**src/rtl/vita_tx_burst_arbiter.sv**
```systemverilog
// Shares one vita_tx_control sample input between two deframer FIFOs, granting whole bursts.
// Latency: zero-cycle combinational datapath; one idle arbitration cycle precedes every burst.
// Backpressure: out_dst_rdy goes straight to the granted port; the other port (and both outside BURST) sees 0.
module vita_tx_burst_arbiter #(
    parameter int BASE  = 0,
    parameter int WIDTH = 32,
    localparam int DW   = 5 + 64 + 16 + WIDTH
) (
    input  logic          clk,
    input  logic          reset,
    input  logic          clear,
    input  logic          set_stb,
    input  logic [7:0]    set_addr,
    input  logic [31:0]   set_data,
    input  logic [DW-1:0] in0_data,
    input  logic          in0_src_rdy,
    output logic          in0_dst_rdy,
    input  logic [DW-1:0] in1_data,
    input  logic          in1_src_rdy,
    output logic          in1_dst_rdy,
    output logic [DW-1:0] out_data,
    output logic          out_src_rdy,
    input  logic          out_dst_rdy,
    output logic          grant,
    output logic          busy,
    output logic          timeout_err,
    output logic [15:0]   burst_count0,
    output logic [15:0]   burst_count1,
    output logic [31:0]   debug
);

    localparam int EOP_BIT = 80;
    localparam int EOB_BIT = 81;

    localparam logic [1:0] ST_IDLE  = 2'd0;
    localparam logic [1:0] ST_BURST = 2'd1;
    localparam logic [1:0] ST_HOLD  = 2'd2;

    logic [1:0]  state_q, state_d;
    logic        grant_q, grant_d;
    logic        last_q, last_d;
    logic        tmo_err_q, tmo_err_d;
    logic [15:0] hold_cnt_q, hold_cnt_d;
    logic [15:0] cnt0_q, cnt0_d;
    logic [15:0] cnt1_q, cnt1_d;
    logic [31:0] cfg_q, cfg_d;

    logic          en0, en1, mode;
    logic [15:0]   timeout;
    logic          req0, req1;
    logic [DW-1:0] sel_data;
    logic          sel_src_rdy, sel_en, sel_eop, sel_eob;
    logic          in_burst, xfer;

    assign en0     = cfg_q[0];
    assign en1     = cfg_q[1];
    assign mode    = cfg_q[2];
    assign timeout = cfg_q[31:16];

    assign req0 = in0_src_rdy & en0;
    assign req1 = in1_src_rdy & en1;

    // The mux always follows the registered grant so out_data is stable even while idle.
    assign sel_data    = grant_q ? in1_data : in0_data;
    assign sel_src_rdy = grant_q ? in1_src_rdy : in0_src_rdy;
    assign sel_en      = grant_q ? en1 : en0;
    assign sel_eop     = sel_data[EOP_BIT];
    assign sel_eob     = sel_data[EOB_BIT];

    assign in_burst    = (state_q == ST_BURST);
    assign out_data    = sel_data;
    assign out_src_rdy = in_burst & sel_src_rdy;
    assign in0_dst_rdy = in_burst & ~grant_q & out_dst_rdy;
    assign in1_dst_rdy = in_burst & grant_q & out_dst_rdy;
    assign xfer        = out_src_rdy & out_dst_rdy;

    assign grant        = grant_q;
    assign busy         = (state_q == ST_BURST) | (state_q == ST_HOLD);
    assign timeout_err  = tmo_err_q;
    assign burst_count0 = cnt0_q;
    assign burst_count1 = cnt1_q;
    assign debug = {state_q, grant_q, last_q, in0_src_rdy, in1_src_rdy, in0_dst_rdy, in1_dst_rdy,
                    out_src_rdy, out_dst_rdy, hold_cnt_q, 6'd0};

    // Settings register: enables, policy and hold timeout.
    always_comb begin
        cfg_d = cfg_q;
        if (set_stb && (set_addr == 8'(BASE))) begin
            cfg_d = set_data;
        end
        if (clear) begin
            cfg_d = '0;
        end
    end

    // Burst arbitration FSM; enables are only looked at in IDLE and HOLD so a packet in flight always completes.
    always_comb begin
        state_d    = state_q;
        grant_d    = grant_q;
        last_d     = last_q;
        hold_cnt_d = hold_cnt_q;
        tmo_err_d  = 1'b0;
        cnt0_d     = cnt0_q;
        cnt1_d     = cnt1_q;
        case (state_q)
            ST_IDLE: begin
                if (req0 | req1) begin
                    state_d = ST_BURST;
                    if (req0 & req1) begin
                        grant_d = mode ? 1'b0 : ~last_q;
                    end else begin
                        grant_d = req1;
                    end
                end
            end
            ST_BURST: begin
                if (xfer && sel_eop) begin
                    if (sel_eob) begin
                        state_d = ST_IDLE;
                        last_d  = grant_q;
                        if (grant_q) begin
                            cnt1_d = cnt1_q + 16'd1;
                        end else begin
                            cnt0_d = cnt0_q + 16'd1;
                        end
                    end else begin
                        state_d    = ST_HOLD;
                        hold_cnt_d = timeout;
                    end
                end
            end
            ST_HOLD: begin
                if (!sel_en) begin
                    state_d = ST_IDLE;
                    last_d  = grant_q;
                end else if (sel_src_rdy) begin
                    state_d = ST_BURST;
                end else if (timeout != 16'd0) begin
                    if (hold_cnt_q == 16'd1) begin
                        // Abandoned burst: release the grant without counting it.
                        state_d   = ST_IDLE;
                        last_d    = grant_q;
                        tmo_err_d = 1'b1;
                    end else begin
                        hold_cnt_d = hold_cnt_q - 16'd1;
                    end
                end
            end
            default: state_d = ST_IDLE;
        endcase
        if (clear) begin
            state_d    = ST_IDLE;
            grant_d    = 1'b0;
            last_d     = 1'b1;
            hold_cnt_d = '0;
            tmo_err_d  = 1'b0;
            cnt0_d     = '0;
            cnt1_d     = '0;
        end
    end

    // State registers; last resets to 1 so port 0 wins the first round-robin tie.
    always_ff @(posedge clk or posedge reset) begin
        if (reset) begin
            state_q    <= ST_IDLE;
            grant_q    <= 1'b0;
            last_q     <= 1'b1;
            hold_cnt_q <= '0;
            tmo_err_q  <= 1'b0;
            cnt0_q     <= '0;
            cnt1_q     <= '0;
            cfg_q      <= '0;
        end else begin
            state_q    <= state_d;
            grant_q    <= grant_d;
            last_q     <= last_d;
            hold_cnt_q <= hold_cnt_d;
            tmo_err_q  <= tmo_err_d;
            cnt0_q     <= cnt0_d;
            cnt1_q     <= cnt1_d;
            cfg_q      <= cfg_d;
        end
    end

endmodule

```
**config.mk**
```make
export PLATFORM = sky130hd
export DESIGN_NAME = vita_tx_burst_arbiter
export DESIGN_NICKNAME = d
export VERILOG_FILES = /design/src/rtl/vita_tx_burst_arbiter.sv
export SDC_FILE = /design/constraint.sdc
export NUM_CORES = 1
export LEC_CHECK = 0
export BUFFER_PORTS_ARGS = -buffer_cell sky130_fd_sc_hd__buf_2
export CAP_MARGIN = 10
export CORE_AREA = 4 4 182 184
export DETAILED_ROUTE_END_ITERATION = 10
export DIE_AREA = 0 0 186 188
export HOLD_SLACK_MARGIN = 0.02
export PLACE_DENSITY = 0.42
export SYNTH_ARGS = -nofsm -noshare
export SYNTH_HDL_FRONTEND = slang
export SYNTH_SLANG_ARGS = --single-unit
```
**constraint.sdc**
```tcl
create_clock -name clk -period 2.35 [get_ports clk]
set_input_delay 0.3525 -clock clk [delete_from_list [all_inputs] [get_ports clk]]
set_output_delay 0.3525 -clock clk [all_outputs]
set_load 0.005 [all_outputs]
```
* After elaboration in Yosys (flattened, before gate mapping) *
Cells that the tools add are included.

cells by class
  add/subtract/negate cells = 3
  equal/unequal tests = 17
  multiplexer cells = 51
  bitwise logic cells = 13
  reductions and logical operators = 19

operators with widths
  operator                                                              number
  16-bit two-way mux                                                    17
  117-bit two-way mux                                                   1
  32-bit two-way mux                                                    2
  16-bit by 1-bit adder with 16-bit output, second input constant       2
  16-bit case mux with 2 select lines                                   1
  1-bit two-way mux                                                     20
  3-bit != test, second input constant                                  6
  16-bit by 1-bit == test with 1-bit output, second input constant      1
  2-bit two-way mux                                                     8
  16-bit nonzero test                                                   1
  16-bit by 1-bit subtractor with 16-bit output, second input constant  1
  2-bit nonzero test                                                    7
  4-bit AND reduction                                                   3
  5-bit by 4-bit != test with 1-bit output, second input constant       2
  1-bit AND                                                             9
  8-bit zero test                                                       1
  4-bit by 3-bit != test with 1-bit output, second input constant       2
  7-bit AND reduction                                                   1
  3-bit by 2-bit != test with 1-bit output, second input constant       2
  2-bit case mux with 3 select lines                                    1
  6-bit AND reduction                                                   1
  4-bit != test, second input constant                                  1
  3-bit nonzero test                                                    1
  2-bit by 1-bit == test with 1-bit output, second input constant       1
  8 further kinds                                                       11

word-level totals
  bits in registers = 85
  input bits = 281
  output and inout bits = 187
  word-level logic and storage cells = 111

* Depth between registers and ports, before layout *
Gate-level depths: netlist (run 1).

  word-level depth = 7
  depth in mapped cells = 9
  depth with buffers taken out = 7

* Worst setup path before layout (run 1) *
OpenSTA, ideal clock, no wires.

  kind = reg2reg
  start = register hold_cnt_q[0]
  end = register hold_cnt_q[13]
  setup time = 0.122 ns
  data arrival time = 2.161 ns
  data required time = 2.228 ns
  path slack = 0.067 ns
  cell stages (with the launch flop) = 8
  path buffers = 1
  clock period less this slack = 2.283 ns
  path through = dfrtp_1 > ha_1 > nor4b_1 > and4_1 > or3_1 > buf_4 > or4_1 > a32o_1

between the ends
  longest elaborated chain between the ends = 7
  elaborated cells on any way between the ends = 10
  those cells by class = add/sub: 1; eq/ne: 2; mux: 6; reduce/logical: 1

ends and longest elaborated chain
  what                                           line  text
  start: declaration                             43    logic [15:0] hold_cnt_q, hold_cnt_d;
  start signal: assignment                       177   hold_cnt_q <= hold_cnt_d;
  16-bit by 1-bit subtractor with 16-bit output  145   hold_cnt_d = hold_cnt_q - 16'd1;
  16-bit two-way mux                             139   if (hold_cnt_q == 16'd1) begin
  16-bit two-way mux                             138   end else if (timeout != 16'd0) begin
  16-bit two-way mux                             136   end else if (sel_src_rdy) begin
  16-bit two-way mux                             133   if (!sel_en) begin
  16-bit case mux with 2 select lines            105   case (state_q)
  16-bit two-way mux                             151   if (clear) begin

Several ways; a longest one is shown, not always the timed one. The select of a mux whose other input is x is not followed.
A chain may end at the register's enable or synchronous reset.

* Final worst setup path (run 1) *
  start = register grant_q (netlist: grant)
  end = register hold_cnt_q[13]

between the ends
  longest elaborated chain between the ends = 6
  elaborated cells on any way between the ends = 11
  those cells by class = eq/ne: 4; mux: 3; bitwise: 2; reduce/logical: 2

ends and longest elaborated chain
  what                                                line  text
  start: declaration                                  40    logic grant_q, grant_d;
  start signal: assignment                            175   grant_q <= grant_d;
  1-bit two-way mux                                   65    assign sel_src_rdy = grant_q ? in1_src_rdy : in0_src_rdy;
  1-bit AND                                           72    assign out_src_rdy = in_burst & sel_src_rdy;
  1-bit AND                                           75    assign xfer = out_src_rdy & out_dst_rdy;
  1-bit logical AND                                   117   if (xfer && sel_eop) begin
  3-bit by 2-bit != test with 1-bit output (no line)  -
  7-bit AND reduction (no line) *                     -

Mark *: on every way between the ends. The rest lies on a longest branch, timed or not.

==> results of run 1 <==
[cell usage in the layout (no fill, tap or decap), types with 5 or more instances in the layout]
cell type,instances
nand2_1,31
nor3_1,14
mux2i_1,23
nor2_1,64
inv_1,18
nor4_1,17
clkbuf_16,9
o21ai_0,14
a32o_1,8
nand3_1,20
buf_4,41
nand4_1,13
or3_1,8
diode_2,7
a21oi_1,12
mux2_2,118
and4_1,5
xor2_1,9
ha_1,8
dfrtp_1,70
conb_1,6
and3_1,6
xnor2_1,17
buf_2,448
[stage by stage]
stage | util [%] | area, µm² | total power [mW] | instances
after floorplan | - | 5520 | 1.75 | 585
after global placement | 26.7 | 8390 | 2.39 | 1434
after detailed placement | 26.7 | 8390 | 2.39 | 1434
after CTS | 27.8 | 8720 | 3.93 | 1449
after global routing | 27.9 | 8760 | 4.07 | 1451
final | 27.9 | 8770 | 3.86 | 1456
[synth_stat cells (2+ instances only)]
| library cell | instances |
|---|---|
| a2bb2oi_1 | 2 |
| or3_1 | 8 |
| nor4b_1 | 3 |
| nand2_1 | 31 |
| a211oi_1 | 4 |
| nor4_1 | 18 |
| inv_1 | 19 |
| nand3_1 | 20 |
| o311ai_0 | 2 |
| a21oi_1 | 13 |
| dfrtp_1 | 71 |
| a22o_1 | 3 |
| mux2_2 | 118 |
| ha_1 | 8 |
| mux2i_1 | 23 |
| xnor2_1 | 17 |
| and4_1 | 5 |
| o32ai_1 | 2 |
| o2bb2ai_1 | 4 |
| nand4_1 | 13 |
| buf_1 | 3 |
| and2_1 | 3 |
| buf_4 | 16 |
| and3_1 | 6 |
| a41oi_1 | 2 |
| nor2b_1 | 3 |
| clkbuf_1 | 25 |
| nor3_1 | 14 |
| nor2_1 | 64 |
| nand3b_1 | 3 |
| a22oi_1 | 2 |
| o21ai_0 | 15 |
| a32o_1 | 8 |
| xor2_1 | 9 |
[worst register-to-register path: stages, from the launching register on]
cell	delay, ps
dfrtp_4	540
nand2b_1	180
o22a_1	240
or3_1	400
or4_1	510
a32o_1	280
[power breakdown]
part	internal, mW	switching [mW]	total, mW
Sequential	1.26	0.0140	1.28
Clock	0.952	0.550	1.50
Combinational	0.514	0.568	1.08
[worst max path at each step]
| stage | slack (ps) | end | depth (start not counted) |
|---|---|---|---|
| 2_1_floorplan | 70 | hold_cnt_q[13]$_DFFE_PP0P_ | 7 |
| 5_1_grt | 2 | hold_cnt_q[13]$_DFFE_PP0P_ | 5 |
| 6_report | 90 | hold_cnt_q[13]$_DFFE_PP0P_ | 5 |
| 3_3_place_gp | 60 | hold_cnt_q[3]$_DFFE_PP0P_ | 8 |
| 3_5_place_dp | 70 | hold_cnt_q[15]$_DFFE_PP0P_ | 6 |
| 4_1_cts | 10 | out_data[10] | 4 |
[metal layers]
layer  vias to the layer above  track usage [%]  wire [µm]
met1                      3006             22.3      13200
met5                         -                0        154
met4                        26             2.80        323
met3                        44             6.60       2640
li1                       3049                -          -
met2                       232             30.5      16200
[what timing repair did]
action,CTS,global route
cloned,0,0
hold endpoints to repair,0,0
hold buffers,0,0
endpoints found under the setup margin,33,27
gates resized for setup,3,7
[sequential cells by signal (all words and copies together), names as in the netlist]
signal / flops
burst_count1: 16
timeout_err: 1
cfg_q: 19
burst_count0: 16
grant: 1
last_q: 1
hold_cnt_q: 16
state_q: 2
[layout make-up]
cell class / count / share of cell area (%)
clock inverters: 5 / 0.927
multi-input cells: 448 / 39.1
well taps: 402 / 5.73
flip-flops and latches: 72 / 20.6
inverters: 19 / 0.813
diodes: 7 / 0.200
repair buffers: 493 / 29.9
clock buffers: 10 / 2.72
[cell families after synthesis]
family	count (synthesis)
multiplexers	141
XOR/XNOR	26
buffers and inverters	65
other	1
AND/OR/NAND/NOR	198
flip-flops	72
adder cells (fa/ha/maj)	8
AO/OA/AOI/OAI	69
==> results.md, run 1 <==
- Synth top area share: 32.3%
- Initial antenna violation count: 24
- Fillcell total: 3440
- Drt wl/cell: 22.3 µm
- Simple-Gate Fraction of Synth Area: 18.1%
- Site Rows: 65
- Congestion Overflow GR: 0
- Leakage: 4.45 nW
- Fin crit share: 96.0%
- Power per cell area: 440 mW/mm²
- Top cell type by total area after synthesis: dfrtp_1
- CTS tree: done
- R2r startpoint: grant$_DFFE_PP0P_
- Slew @ Worst Pin: 560 ps
- Complex-gate fraction of the synthesized area: 9.07%
- Setup crit end kind: register
- Die X: 186 µm
- RSZ-0062 raised after global routing: no
- Drt drc: 0
- Fmax: 443 MHz
- CTS Buf Count: 9
- First-pass GRT wire length: 46.3 mm
- Largest net degree at the start of global routing: 65
- Setup WS post-layout: 93.5 ps
- Full die area: 0.0350 mm²
- Post-synthesis mux area share: 28.3%
- Synth top area cells: dfrtp_1 (32%), mux2_2 (24%), nor2_1 (4.4%)
- Final min period: 2260 ps
- Synth Area in Adders: 1.82%
- Post-route ant nets: 0
- Nets@finish: 1332
- Post-Synth XOR/XNOR Area: 4.14%
- Syn Area/Cell: 9.49 µm²
- First-pass DRT Iterations: 6
- WS Path Type: reg2reg
- Hold WS: 65.2 ps
- DP Wirelength: 28.2 mm
- CP bufs+invs: 0
- CTS Sinks: 72
- Worst EP required: 2580 ps
- Sequential cell area: 0.00181 mm²
- Synth Warn #: 0
- Slowest-stage cell, CP: dfrtp_4
- Clock Latency Late Sink: 340 ps
- I/O Pins: 468
- Setup bufs post-CTS: 0
- Via count: 6357
- Cell area after synthesis: 0.00550 mm²
- Setup_tns: 0 ps
- Clk pin slew, worst setup/hold paths: 60 ps
- Root Driver: clkbuf_16
- Initial Utilization: 17.5%
- Critical-path cell list: nand2b_1 > o22a_1 > or3_1 > or4_1 > a32o_1
- Worst reg2reg path depth: 5
- Max Cap Viol: 0
- EDFF count, synth: 0
- Seq/Total Area, Yosys: 32.8%
- Worst Path Max Fanout: 10
- Slew Limit Fails: 0
- Fin. Hold Viols: 0
- Slowest stage delay, CP: 540 ps
- R2r setup slk: 90 ps
- Die Y: 188 µm
- H-tree level count: 3
- Crit-path leading delay family: simple AND/OR/NAND/NOR gates
- Cells after Synth: 580
- Final wirelength: 32.5 mm
- Core Region: 0.0314 mm²
- Slew HR: 62.6%
- Most used DFF post-synth: dfrtp_1
- Fraction of registers with async set/reset: 100%
- VDD IR max: 0.000290 V
- Largest family of logic cells by synthesized area: multiplexers
- CP Launch Type: register
- Synth cell types: 57
- FF+latch count, synth: 72
- Place WS: 69.7 ps
- Clk_skew: 8.91 ps
- GRT Overall Usage: 18.0%
- Layout Area Growth over Synthesis: 59.4%
- Routability cong.: 0.888
- Worst EP arrival: 2480 ps
- Area of the multi-input gates: 0.00343 mm²
- Vias in the first global route: 6544
- Critical R2R Capture: hold_cnt_q[13]$_DFFE_PP0P_
- First DRT Iteration DRCs: 293
- Endpoints failing setup: 0
- Critical path origin: grant$_DFFE_PP0P_
- Max Root-Sink Buffers: 2
- Number of port buffers: 448
- Outcome: finished, final reports clean
- Hold Crit Class: in2async
- Via/cell ratio: 4.37
- Share of layout cells above drive strength 1: 60.8%
(Power assumes the default switching activity.)
==> run 2: changes to the inputs <==
--- a/config.mk
+++ b/config.mk
@@ -11,7 +11,7 @@
 export DETAILED_ROUTE_END_ITERATION = 10
 export DIE_AREA = 0 0 186 188
 export HOLD_SLACK_MARGIN = 0.02
-export PLACE_DENSITY = 0.42
+export PLACE_DENSITY_LB_ADDON = 0.15
 export SYNTH_ARGS = -nofsm -noshare
 export SYNTH_HDL_FRONTEND = slang
 export SYNTH_SLANG_ARGS = --single-unit
==> results.md, run 2 (synthesis gave the netlist of run 1 again) <==
- WS Path Type: reg2out
- GRT Overall Usage: 19.4% (+1.4 points)
- Met3 WL: 3.47 mm (+31%)
- Non-filler cells in the finished layout: 1456 (unchanged)
- Power per cell area: 474 mW/mm² (+7.6%)
- First-pass DRT Iterations: 4 (-2)
- Congestion Overflow GR: 0 (unchanged)
- Most frequent cells in the layout: buf_2 (448), mux2_2 (118), dfrtp_1 (70)
- Slew Limit Fails: 0 (unchanged)
- Outcome: finished, final reports clean
- Setup crit end kind: primary output
- Core Region: 0.0314 mm² (unchanged)
- CTS Buf Count: 9 (unchanged)
- Die X: 186 µm (unchanged)
- CTS Sinks: 72 (unchanged)
- H-tree level count: 3 (unchanged)
- Via/cell ratio: 4.38 (+0.25%)
- Via count: 6373 (+0.25%)
- Drt drc: 0 (unchanged)
- Drt wl/cell: 24.1 µm (+7.7%)
- Most common cell after layout, fill and taps aside: buf_2
- Total power: 4.17 mW (+8.1%)
- Inst Count DP: 1433 (-0.070%)
- VDD IR max: 0.000316 V (+8.8%)
- Max Root-Sink Buffers: 2 (unchanged)
- Clk pin slew, worst setup/hold paths: 60 ps (about the same)
- Initial Utilization: 17.5% (unchanged)
- Endpoints failing setup: 0 (unchanged)
- First-pass GRT wire length: 49.2 mm (+6.1%)
- Vias in the first global route: 6717 (+2.6%)
- Fin crit share: 96.0% (about the same)
- Root Driver: clkbuf_16
- Fin. Hold Viols: 0 (unchanged)
- Worst EP arrival: 1900 ps (-580 ps)
- Slew @ Worst Pin: 593 ps (+32.8 ps)
- Critical path origin: grant$_DFFE_PP0P_
- Initial antenna violation count: 26 (+8.3%)
- Worst Path Max Fanout: 70 (+60)
- Clock Latency Late Sink: 340 ps (about the same)
- CP Launch Type: register
- Met1 wire length: 13.3 mm (+0.21%)
- Routability cong.: 0.977 (+9.9%)
- Largest net degree at the start of global routing: 71 (+9.2%)
- CTS tree: done
- Post-route ant nets: 0 (unchanged)
- Worst EP required: 2000 ps (-580 ps)
- Layout Area Growth over Synthesis: 60.1%
- Max Cap Viol: 0 (unchanged)
- Full die area: 0.0350 mm² (unchanged)
- Slew HR: 60.1% (-2.6 points)
- Max FFs per register: 19 (unchanged)
- Nets@finish: 1332 (unchanged)
- Fmax: 443 MHz (about the same)
- Number of port buffers: 448 (unchanged)
- Metal2 WL: 17.7 mm (+9.4%)
- DR top layer: met5
- Leakage: 4.47 nW (+0.57%)
- Register with the most flip-flops: cfg_q
- Final min period: 2260 ps (-0.284 ps)
- DP Wirelength: 30.5 mm (+8.1%)
- Hold wc startpoint: set_data[31]
- RSZ-0062 raised after global routing: no
- Final wirelength: 35.0 mm (+7.7%)
- R2r startpoint: grant$_DFFE_PP0P_
- First DRT Iteration DRCs: 389 (+33%)
- Share of layout cells above drive strength 1: 60.5% (-0.34 points)
- Die Y: 188 µm (unchanged)
- I/O Pins: 468 (unchanged)
- Hold Crit Class: in2reg
- Site Rows: 65 (unchanged)
- Clk_skew: 3.66 ps (-5.25 ps)
==> run 2: changes by cell type in the layout (fill, tap and decap cells not counted), sizes merged <==
| cell | previous run | this run |
|---|---|---|
| diode | 7 | 6 |
| bufinv | 2 | 5 |
| clkinv | 2 | 1 |
| buf | 493 | 492 |
| dlygate4sd3 | 0 | 1 |
| clkinvlp | 1 | 0 |
==> run 2: per-stage QoR <==
step	TNS (ps)	cell area (µm²)	setup WS [ps]	hold WS, ps	util (%)
floorplan	0	5520	67.2	452	-
finish	0	8810	93.8	246	28.1
CTS	0	8790	30.4	236	28.0
detailed placement	0	8370	11.1	378	26.7
global placement	-13.6	8370	-13.6	386	26.7
global route	0	8800	0.861	257	28.0
==> run 2: cell type report <==
class                      instances  area, µm²
clock buffer                      10        229
multi-input combinational        448       3420
timing repair buffer             493       2610
fill                            3500      22600
sequential                        72       1810
antenna                            6       15.0
tap                              402        503
clock inverter                     6        155
inverter                          19       71.3
==> run 2: repair_timing <==
action,4_1_cts,5_1_grt
gates resized for setup,5,1
setup endpoints to repair,92,1
hold buffers,1,0
gates cloned,0,0
setup buffers,0,0
endpoints found under the hold margin,16,0
==> run 2: report_power, final <==
part / internal [mW] / total, mW / switching [mW] / leakage, nW
registers: 1.26 / 1.28 / 0.0211 / 0.999
clock network: 1.25 / 1.82 / 0.565 / 0.187
logic: 0.499 / 1.07 / 0.574 / 3.29
==> run 2: worst max-delay path, cell delays in order, from the launching register on <==
cell and delay, ps:
dfrtp_4 520, buf_12 330, mux2_2 470, buf_2 160
==> run 2: metal layers <==
layer	GRT usage, %	up-vias
li1	-	3035
met1	23.7	3003
met2	33.4	241
met3	6.81	56
met4	3.25	38
met5	0	-
==> run 2: path summary, 6_finish.rpt <==
kind                       depth (start not counted)                     endpoint  slack (ps)
max                                                3                out_data[102]          90
min                                                3        cfg_q[31]$_DFFE_PP0P_         250
max reg2reg                                        5   hold_cnt_q[13]$_DFFE_PP0P_         100
min reg2reg                                        2           last_q$_DFFE_PP1P_         470
max in group asynchronous                          4           last_q$_DFFE_PP1P_        1160
min in group asynchronous                          3  burst_count1[2]$_DFFE_PP0P_         550
==> run 3: changes to the inputs <==
--- a/config.mk
+++ b/config.mk
@@ -8,6 +8,7 @@
 export BUFFER_PORTS_ARGS = -buffer_cell sky130_fd_sc_hd__buf_2
 export CAP_MARGIN = 10
 export CORE_AREA = 4 4 182 184
+export CTS_BUF_LIST = sky130_fd_sc_hd__clkbuf_8 sky130_fd_sc_hd__clkbuf_16
 export DETAILED_ROUTE_END_ITERATION = 10
 export DIE_AREA = 0 0 186 188
 export HOLD_SLACK_MARGIN = 0.02
==> results.md, run 3 (synthesis gave the netlist of run 1 again) <==
- First-pass GRT wire length: 49.2 mm (unchanged)
- Fillcell total: 3500 (unchanged)
- Clock Power Share: 43.5% (about the same)
- Non-filler cells in the finished layout: 1456 (unchanged)
- Critical path destination: out_data[102]
- Place WS: 11.1 ps (unchanged)
- Worst reg2reg path depth: 5 (unchanged)
- Final wirelength: 35.0 mm (about the same)
- Drt drc: 0 (unchanged)
- VDD IR max: 0.000313 V (-0.78%)
- Area of the multi-input gates: 0.00342 mm² (unchanged)
- Sequential cell area: 0.00181 mm² (unchanged)
- Worst EP required: 2000 ps (about the same)
- Site Rows: 65 (unchanged)
- Leakage: 4.48 nW (about the same)
- Fmax: 444 MHz (about the same)
- Critical R2R Capture: hold_cnt_q[13]$_DFFE_PP0P_
- Psw: 1.16 mW (-0.13%)
- Final min period: 2250 ps (-1.60 ps)
- Register with the most flip-flops: cfg_q
- RSZ-0062 raised after global routing: no
- Fin crit share: 95.9% (about the same)
- Via/cell ratio: 4.38 (about the same)
- CTS Sinks: 72 (unchanged)
- Setup WS post-layout: 95.4 ps (+1.60 ps)
- Hold Crit Class: in2reg
- Max Cap Viol: 0 (unchanged)
- Routability cong.: 0.977 (unchanged)
- Clk_skew: 3.52 ps (-0.135 ps)
- Worst Path Max Fanout: 70 (unchanged)
- Die Y: 188 µm (unchanged)
- Vias in the first global route: 6717 (unchanged)
- CTS tree: done
- Sw frac: 27.8% (about the same)
- Fin. Hold Viols: 0 (unchanged)
- Slew @ Worst Pin: 593 ps (unchanged)
- Max FFs per register: 19 (unchanged)
- Endpoints failing setup: 0 (unchanged)
- Core Region: 0.0314 mm² (unchanged)
- Initial antenna violation count: 26 (unchanged)
- Share of layout cells above drive strength 1: 60.5% (unchanged)
- GRT Overall Usage: 19.4% (unchanged)
- Setup bufs post-CTS: 0 (unchanged)
- CP Launch Type: register
- Combinational Power Share: 25.8% (about the same)
- Setup crit end kind: primary output
- Power share of the sequential group: 30.8% (about the same)
- Clock Latency Late Sink: 340 ps (about the same)
- Full die area: 0.0350 mm² (unchanged)
- First-pass DRT Iterations: 4 (unchanged)
- Most frequent cells in the layout: buf_2 (448), mux2_2 (118), dfrtp_1 (70)
- Layout Area Growth over Synthesis: 60.1% (unchanged)
- Initial Utilization: 17.5% (unchanged)
- Die X: 186 µm (unchanged)
- Critical path origin: grant$_DFFE_PP0P_
- H-tree level count: 3 (unchanged)
- DP Wirelength: 30.5 mm (unchanged)
- Root Driver: clkbuf_16
- Nets@finish: 1332 (unchanged)
- Slew Limit Fails: 0 (unchanged)
- Total power: 4.17 mW (-0.14%)
- I/O Pins: 468 (unchanged)
- Worst EP arrival: 1900 ps (about the same)
- CTS Buf Count: 9 (unchanged)
- R2r setup slk: 100 ps (about the same)
- First DRT Iteration DRCs: 389 (unchanged)
- Outcome: finished, final reports clean
- Final core occ: 28.1% (unchanged)
- Number of port buffers: 448 (unchanged)
- P_int: 3.01 mW (-0.15%)
- Drt wl/cell: 24.1 µm (about the same)
- Max Root-Sink Buffers: 2 (unchanged)
- Slew HR: 60.1% (unchanged)
- WS Path Type: reg2out
- Via count: 6372 (-0.016%)
- Power per cell area: 473 mW/mm² (-0.14%)
- Clk pin slew, worst setup/hold paths: 60 ps (about the same)
- Congestion Overflow GR: 0 (unchanged)
- Largest net degree at the start of global routing: 71 (unchanged)
- Setup_tns: 0 ps (unchanged)
- Inst Count DP: 1433 (unchanged)
- Post-route ant nets: 0 (unchanged)
- R2r startpoint: grant$_DFFE_PP0P_
- Most common cell after layout, fill and taps aside: buf_2
[run 3: cell count changes in the layout (fill, tap and decap cells not counted)]
cell,change
clkbuf_1,-1
inv_1,+1
[run 3: repair_timing]
item / 4_1_cts / 5_1_grt
hold endpoints to repair: 16 / 0
hold buffers: 1 / 0
gates resized for setup: 5 / 1
setup endpoints to repair: 92 / 1
[run 3: power groups by stage]
stage	clock network, mW	registers [mW]	logic, mW
6_report	1.81	1.28	1.07
5_1_grt	1.92	1.29	1.17
4_1_cts	1.86	1.28	1.09
3_5_place_dp	0	1.31	1.08
3_3_place_gp	0	1.31	1.08
2_1_floorplan	0	1.30	0.441
[run 3: metrics by stage]
step           hold WS [ps]  instance area, µm²
4_1_cts                 236                8790
3_3_place_gp            386                8370
3_5_place_dp            378                8370
2_1_floorplan           452                5520
6_report                248                8810
5_1_grt                 257                8800
[run 3: cell type report]
cell class	count	share of cell area [%]
repair buffers	493	29.6
diodes	6	0.170
inverters	19	0.810
clock inverters	7	1.80
flip-flops and latches	72	20.5
multi-input cells	448	38.8
well taps	402	5.71
clock buffers	9	2.56
[run 3: layer usage]
layer | vias up | wire length (µm) | global-route usage, %
li1 | 3035 | - | -
met1 | 3003 | 13300 | 23.7
met2 | 242 | 17700 | 33.4
met3 | 54 | 3470 | 6.81
met4 | 38 | 376 | 3.25
met5 | - | 210 | 0
[run 3: critical path, cell delays in order (launching register included)]
cell and delay [ps]:
dfrtp_4 520, buf_12 330, mux2_2 470, buf_2 160
[run 3: worst min-delay path by stage]
stage	from	endpoint	slack [ps]	cells past startpoint
floorplan	last_q$_DFFE_PP1P_	last_q$_DFFE_PP1P_	450	2
global placement	reset	burst_count1[5]$_DFFE_PP0P_	390	2
detailed placement	reset	burst_count1[5]$_DFFE_PP0P_	380	2
CTS	set_data[27]	cfg_q[27]$_DFFE_PP0P_	240	3
global route	set_data[25]	cfg_q[25]$_DFFE_PP0P_	260	3
finish	set_data[31]	cfg_q[31]$_DFFE_PP0P_	250	3
